`src/rtl/multi_clock_tick_scheduler.sv`:
```
// Six-channel (NCH) tick-strobe generator: per-channel programmable period and
// start phase, sequenced by an IDLE/SYNC/RUN run-control FSM in a single clock domain.

module tick_lane #(
  parameter int DIV_W = 8
) (
  input  logic             clk,
  input  logic             rst,
  input  logic             wr,
  input  logic             wr_en,
  input  logic [DIV_W-1:0] wr_div,
  input  logic [DIV_W-1:0] wr_phase,
  input  logic             load,
  input  logic             run,
  output logic             tick
);
  logic             en;
  logic [DIV_W-1:0] div, phase, cnt, start_cnt;

  // Out-of-range phase is kept as written; only the loaded count is clamped.
  assign start_cnt = (phase > div) ? div : phase;

  always_ff @(posedge clk) begin
    if (rst) begin
      en    <= 1'b0;
      div   <= '0;
      phase <= '0;
      cnt   <= '0;
      tick  <= 1'b0;
    end else begin
      if (wr) begin
        en    <= wr_en;
        div   <= wr_div;
        phase <= wr_phase;
      end
      tick <= run & en & (cnt == '0);
      if (load)
        cnt <= start_cnt;
      else if (run && en)
        cnt <= (cnt == '0) ? div : cnt - 1'b1;
    end
  end
endmodule

module multi_clock_tick_scheduler #(
  parameter int NCH   = 6,
  parameter int DIV_W = 8
) (
  input  logic             clk,
  input  logic             rst,
  input  logic             cfg_valid,
  output logic             cfg_ready,
  input  logic [2:0]       cfg_ch,
  input  logic             cfg_en,
  input  logic [DIV_W-1:0] cfg_div,
  input  logic [DIV_W-1:0] cfg_phase,
  input  logic             start,
  input  logic             stop,
  output logic             running,
  output logic [NCH-1:0]   tick,
  output logic             cfg_err
);
  typedef enum logic [1:0] {IDLE, SYNC, RUN} state_t;
  state_t state, state_nxt;

  logic cfg_acc, ch_bad, load, run;

  always_ff @(posedge clk) begin
    if (rst) state <= IDLE;
    else     state <= state_nxt;
  end

  // stop beats start in IDLE; SYNC always proceeds to RUN.
  always_comb begin
    state_nxt = state;
    case (state)
      IDLE:    if (start && !stop) state_nxt = SYNC;
      SYNC:    state_nxt = RUN;
      RUN:     if (stop) state_nxt = IDLE;
      default: state_nxt = IDLE;
    endcase
  end

  assign cfg_ready = (state == IDLE);
  assign running   = (state == RUN);
  assign cfg_acc   = cfg_valid & cfg_ready;
  assign ch_bad    = ({1'b0, cfg_ch} >= 4'(NCH));
  assign load      = (state == SYNC);
  assign run       = (state == RUN) & ~stop;

  always_ff @(posedge clk) begin
    if (rst)                  cfg_err <= 1'b0;
    else if (cfg_acc && ch_bad) cfg_err <= 1'b1;
  end

  for (genvar i = 0; i < NCH; i++) begin : g_lane
    tick_lane #(.DIV_W(DIV_W)) u_lane (
      .clk      (clk),
      .rst      (rst),
      .wr       (cfg_acc && (cfg_ch == 3'(i))),
      .wr_en    (cfg_en),
      .wr_div   (cfg_div),
      .wr_phase (cfg_phase),
      .load     (load),
      .run      (run),
      .tick     (tick[i])
    );
  end
endmodule

```
`config.mk`:
```
export PLATFORM = sky130hd
export DESIGN_NAME = multi_clock_tick_scheduler
export DESIGN_NICKNAME = d
export VERILOG_FILES = /design/src/rtl/multi_clock_tick_scheduler.sv
export SDC_FILE = /design/constraint.sdc
export NUM_CORES = 1
export LEC_CHECK = 0
export ABC_AREA = 1
export CORE_ASPECT_RATIO = 0.8
export CORE_MARGIN = 1.5
export CORE_UTILIZATION = 57
export DETAILED_ROUTE_END_ITERATION = 6
export PLACE_DENSITY = 0.75
export SLEW_MARGIN = 20
export SYNTH_ARGS = -nofsm -noshare
export SYNTH_HDL_FRONTEND = slang
export SYNTH_SLANG_ARGS = --single-unit
export TNS_END_PERCENT = 20
```
`constraint.sdc`:
```
create_clock -name clk -period 3.12 [get_ports clk]
set_clock_uncertainty 0.15 [all_clocks]
set_input_delay 0.936 -clock clk [delete_from_list [all_inputs] [get_ports clk]]
set_output_delay 0.936 -clock clk [all_outputs]
set_load 0.01 [all_outputs]
```
# --- Word level (Yosys, flattened, before mapping) ---
# Cells that the tools add are included.
# W data, S select, Z words.
word_totals:
  out_inout_bits: 9
  word_cells: 126
  reg_bits: 159
op_classes:
  n_mux: 27
  n_bitwise: 15
  reduce_logical: 30
  addsub: 6
  order_cmp: 7
  n_eq_ne: 9
op_table:
  columns: ["cell", "n"]
  rows:
  - ["$mux W8", 24]
  - ["$gt A8 B8 Y1", 6]
  - ["$logic_not A8 Y1", 6]
  - ["$sub A8 B1 Y8 const B", 6]
  - ["$and A1 B1 Y1", 14]
  - ["$logic_and A1 B1 Y1", 14]
  - ["$reduce_bool A2 Y1", 6]
  - ["$eq A3 B2 Y1 const B", 2]
  - ["$eq A3 B3 Y1 const B", 2]
  - ["$pmux W2 S3", 1]
  - ["$mux W2", 2]
  - ["$eq A3 B1 Y1 const B", 1]
  - ["$ge A3 B3 Y1 const B", 1]
  - ["$logic_not A3 Y1", 1]
  - ["$eq A2 B1 Y1 const B", 1]
  - ["$eq A2 B2 Y1 const B", 1]
  - ["$logic_not A2 Y1", 1]
  - ["$ne A2 B1 Y1 const B", 1]
  - ["$ne A2 B2 Y1 const B", 1]
  - ["$reduce_and A2 Y1", 1]
  - ["$logic_not A1 Y1", 1]
  - ["$not A1 Y1", 1]

# --- Logic depth before layout (Yosys ltp) ---
depth:
  ltp_word: 5
  depth_mapped: 13
  depth_no_buf: 13

# --- Hierarchy ---
# From an unflattened synthesis, not the netlist that was laid out.
unflattened:
  cells_unflattened: 1334
  area_unflattened_um2: 9675.5
modules_own_cells:
  columns: ["mod", "cells_each", "area_per_inst_um2", "seq_area_each_um2", "instances"]
  rows:
  - ["tick_lane at g_lane[0].u_lane ...", 217, 1575.3, 520.5, 5]
  - ["tick_lane at g_lane[1].u_lane", 217, 1587.8, 520.5, 1]
  - ["multi_clock_tick_scheduler", 32, 211.5, 60.1, 1]

# --- Least setup slack after synthesis ---
# No wires, ideal clock.
synth_path:
  path_kind: "in2reg"
  from: "input rst"
  to: "register g_lane[2].u_lane.div[7]"
  setup_slack_ns: 1.046
  cell_stages: 6
  path_buffers: 3
  t_arrival_ns: 1.854
  cell_sequence: "clkbuf_1 inv_1 buf_2 clkbuf_1 o21ai_0 a21oi_1"
synth_lines:
  columns: ["element", "line", "text"]
  rows:
  - ["start, declared", "50", "input logic rst,"]
  - ["end signal, assigned", "33", "div <= wr_div;"]
  - ["end, declared", "18", "logic [DIV_W-1:0] div, phase, cnt, start_cnt;"]

# --- Worst setup path after layout ---
layout_path:
  from: "register state[1]"
  to: "output running"
layout_via:
  elab_chain_len: 1
layout_rtl:
  columns: ["element", "line", "text"]
  rows:
  - ["start, declared", "64", "state_t state, state_nxt;"]
  - ["start signal, assigned", "70", "else state <= state_nxt;"]
  - ["$eq A2 B2 Y1", "85", "assign running = (state == RUN);"]
  - ["end, declared", "59", "output logic running,"]
# No other way between the ends.

==> impl_metrics.xml <==
<?xml version="1.0" encoding="UTF-8"?>
<metrics>
  <group name="run_status">
    <metric name="status" unit="">finished, final reports clean</metric>
  </group>
  <group name="sta">
    <metric name="min_period_over_period" unit="">0.8626</metric>
    <metric name="setup_viol_count_final" unit="">0</metric>
    <metric name="timing.final.max_slew_violations" unit="">0</metric>
    <metric name="timing.slew.headroom" unit="">0.4380</metric>
    <metric name="final_hold_viol_count" unit="">0</metric>
    <metric name="fin_setup_tns" unit="ns">0</metric>
    <metric name="grt_setup_unrepaired" unit="">no</metric>
    <metric name="max_slew.worst_pin.slew" unit="ns">0.8430</metric>
    <metric name="min_period" unit="ns">2.691</metric>
    <metric name="whs" unit="ns">0.2954</metric>
    <metric name="achievable-frequency" unit="GHz">0.3716</metric>
  </group>
  <group name="floorplan">
    <metric name="placementRows" unit="">41</metric>
    <metric name="floorplan.die_area" unit="sq mm">0.01696</metric>
    <metric name="start_util" unit="">0.5838</metric>
    <metric name="floorplan.die.width" unit="microns">145.2</metric>
    <metric name="boundaryPins" unit="">34</metric>
    <metric name="floorplan.die.height" unit="microns">116.8</metric>
    <metric name="core_area" unit="sq mm">0.01580</metric>
  </group>
  <group name="global_routing">
    <metric name="number_of_global_route_vias_before_repair" unit="">8083</metric>
    <metric name="grt_pass1_wl" unit="mm">38.37</metric>
    <metric name="grt_max_degree" unit="">78</metric>
    <metric name="antenna_found_initial" unit="">1</metric>
    <metric name="groute.usage.overall" unit="">0.2829</metric>
    <metric name="total_congestion_overflow" unit="">0</metric>
  </group>
  <group name="flow_run">
    <metric name="drv.max_cap_violation_count" unit="">0</metric>
  </group>
  <group name="yosys">
    <metric name="postSynthCellCount" unit="">1380</metric>
    <metric name="synth_top_cells_by_count" unit="">sky130_fd_sc_hd__inv_1 (219), sky130_fd_sc_hd__a21oi_1 (209), sky130_fd_sc_hd__o21ai_0 (189), sky130_fd_sc_hd__nand2_1 (184), sky130_fd_sc_hd__dfxtp_1 (159)</metric>
    <metric name="synth_edf_count" unit="">0</metric>
    <metric name="syn-cell-area" unit="sq mm">0.009224</metric>
    <metric name="yosysSeqAreaShare" unit="">0.3451</metric>
    <metric name="synth_area_per_cell" unit="sq um">6.684</metric>
    <metric name="yosysWarnings" unit="">0</metric>
    <metric name="synth.distinct_cells" unit="">25</metric>
    <metric name="cell_type_with_the_highest_aggregate_area_in_the_netlist" unit="">sky130_fd_sc_hd__dfxtp_1</metric>
    <metric name="synth_top_cell_area_share" unit="">0.3451</metric>
    <metric name="synth.area.top_cells" unit="">sky130_fd_sc_hd__dfxtp_1 (35%), sky130_fd_sc_hd__a21oi_1 (11%), sky130_fd_sc_hd__o21ai_0 (10%)</metric>
    <metric name="async_flop_share" unit="">0</metric>
    <metric name="ys_ff_latch" unit="">159</metric>
    <metric name="synth.most_common_cell" unit="">sky130_fd_sc_hd__inv_1</metric>
    <metric name="top_ff_cell_synth" unit="">sky130_fd_sc_hd__dfxtp_1</metric>
    <metric name="synth_fp_nets" unit="">1465</metric>
  </group>
  <group name="detailed_routing">
    <metric name="drt_drc_violations_left" unit="">0</metric>
    <metric name="drt_iter0_markers" unit="">659</metric>
    <metric name="firstDrtPassIters" unit="">5</metric>
    <metric name="routed_wl" unit="mm">23.59</metric>
    <metric name="antenna_left" unit="">0</metric>
    <metric name="wl_per_cell" unit="microns">14.62</metric>
    <metric name="num_vias" unit="">8839</metric>
    <metric name="vias_per_cell" unit="">5.480</metric>
  </group>
  <group name="clocking">
    <metric name="post_cts_buffers" unit="">0</metric>
    <metric name="numCtsBuffers" unit="">17</metric>
    <metric name="ctsLongestPathBuffers" unit="">2</metric>
    <metric name="cts.repair.resized" unit="">0</metric>
    <metric name="worst_skew_pair.late_latency" unit="ns">0.43</metric>
    <metric name="cts_htree_levels" unit="">4</metric>
    <metric name="clk_root_buffer_cell" unit="">sky130_fd_sc_hd__clkbuf_16</metric>
    <metric name="postCtsHoldBufs" unit="">0</metric>
    <metric name="tritoncts" unit="">done</metric>
    <metric name="cts.sink_count" unit="">159</metric>
    <metric name="clk_pin_slew_worst_paths" unit="ns">0.06</metric>
  </group>
  <group name="critical_path">
    <metric name="critPathArrivalTime" unit="ns">1.61</metric>
    <metric name="cp_data_required_time" unit="ns">2.03</metric>
    <metric name="worst-setup-path-type" unit="">flop to primary output</metric>
    <metric name="end_kind" unit="">primary output</metric>
    <metric name="regToRegSetupSlack" unit="ns">0.87</metric>
    <metric name="timing.critical_path.fanout_max" unit="">4</metric>
    <metric name="critPathLaunchType" unit="">flop</metric>
  </group>
  <group name="pwr">
    <metric name="power.leakage" unit="uW">0.004634</metric>
    <metric name="p_per_area" unit="mW/mm^2">526.6</metric>
    <metric name="peakVddDrop" unit="uV">362.8</metric>
  </group>
  <group name="layout">
    <metric name="nFillCells" unit="">1472</metric>
    <metric name="drive_gt1_frac" unit="">0.04149</metric>
    <metric name="finish.cell_count_without_fillers" unit="">1613</metric>
    <metric name="post-route-util" unit="">0.6463</metric>
    <metric name="fin_nets" unit="">1475</metric>
    <metric name="final_area" unit="sq mm">0.01021</metric>
    <metric name="syn_to_final_growth" unit="%">10.72</metric>
    <metric name="diodes" unit="">0</metric>
  </group>
  <group name="placement">
    <metric name="gp_congestion" unit="">0.8890</metric>
    <metric name="post_placement_cell_count" unit="">1586</metric>
    <metric name="post_dp_cell_area" unit="sq mm">0.009689</metric>
    <metric name="dp_hpwl" unit="mm">16.67</metric>
    <metric name="port_buffers" unit="">33</metric>
  </group>
  <group name="min_path">
    <metric name="hold_class" unit="">flop to flop</metric>
  </group>
</metrics>
[placed cells by master, fill, tap and decap left out]
master	instances
sky130_fd_sc_hd__inv_2	3
sky130_fd_sc_hd__buf_4	17
sky130_fd_sc_hd__clkbuf_8	2
sky130_fd_sc_hd__nor3b_4	1
sky130_fd_sc_hd__dfxtp_1	159
sky130_fd_sc_hd__nand4_1	8
sky130_fd_sc_hd__nand3b_1	2
sky130_fd_sc_hd__clkinvlp_4	2
sky130_fd_sc_hd__a21oi_1	209
sky130_fd_sc_hd__o21a_1	1
sky130_fd_sc_hd__inv_1	218
sky130_fd_sc_hd__nor2_4	1
sky130_fd_sc_hd__o21ai_0	189
sky130_fd_sc_hd__clkinv_2	6
sky130_fd_sc_hd__bufinv_16	1
sky130_fd_sc_hd__nor2_1	96
sky130_fd_sc_hd__buf_12	2
sky130_fd_sc_hd__clkbuf_16	17
sky130_fd_sc_hd__xor2_1	8
sky130_fd_sc_hd__o21ai_1	9
sky130_fd_sc_hd__nand2_1	184
sky130_fd_sc_hd__nor3_1	6
sky130_fd_sc_hd__nor3_4	1
sky130_fd_sc_hd__a21o_1	6
sky130_fd_sc_hd__ha_1	60
sky130_fd_sc_hd__clkdlybuf4s50_1	33
sky130_fd_sc_hd__or2_2	5
sky130_fd_sc_hd__nand3_1	148
sky130_fd_sc_hd__o211ai_1	4
[layout make-up]
cell class	instances	area (sq um)	area share
Clock inverter	8	70.07	0.006861
Sequential cell	159	3183	0.3117
Timing Repair Buffer	52	498.0	0.04876
Clock buffer	19	452.9	0.04435
Inverter	222	834.6	0.08172
Tap cell	215	269.0	0.02634
Multi-Input combinational cell	938	4905	0.4803
[logic make-up (layout without fill, tap and decap cells)]
logic type	after synthesis	in the layout	synth area share
AOI/OAI and AO/OA	418	418	0.2298
xor gates and xnor gates	8	8	0.007597
adders and majority gates	60	60	0.08139
buffers and inverters	283	301	0.1232
DFF	159	159	0.3451
and+or+nand+nor	452	452	0.2130
[critical path, stage by stage (launching register included)]
cell and delay, ns:
sky130_fd_sc_hd__dfxtp_1 0.47, sky130_fd_sc_hd__inv_2 0.08, sky130_fd_sc_hd__nor2_1 0.09, sky130_fd_sc_hd__clkdlybuf4s50_1 0.54
[state kept, by name, summed over array words and instances, names as in the netlist]
name and flops:
g_lane.u_lane.cnt 48, g_lane.u_lane.div 48, g_lane.u_lane.tick 6, g_lane.u_lane.phase 48
cfg_err 1, g_lane.u_lane.en 6, state 2
[layer usage]
metal / track usage / wire length [microns]
met1: 0.3629 / 10790
met2: 0.4933 / 11070
met3: 0.04845 / 1351
met4: 0.08844 / 379
met5: 0 / 0
[path summary, 6_finish.rpt]
path | cells after the start | end | from
min | 2 | g_lane[3].u_lane.en | g_lane[3].u_lane.en
max reg2reg | 9 | g_lane[5].u_lane.cnt[2] | g_lane[5].u_lane.div[7]
min reg2reg | 2 | g_lane[3].u_lane.en | g_lane[3].u_lane.en
max | 3 | running | state[1]
[through the flow]
step	setup slack [ns]	total power, uW
2_1_floorplan	1.046	3178
3_3_place_gp	0.4058	3464
3_5_place_dp	0.3501	3496
4_1_cts	0.4023	5381
5_1_grt	0.3498	5684
6_report	0.4288	5378
[power breakdown]
group	total [uW]	internal, uW	leakage, uW	switching, uW
clock network	1900	1110	0.000258	793
registers	2170	2120	0.00129	52.5
logic	1310	439	0.00308	871
total	5380	3660	0.00463	1720
Power figures use the tool's default switching activity.
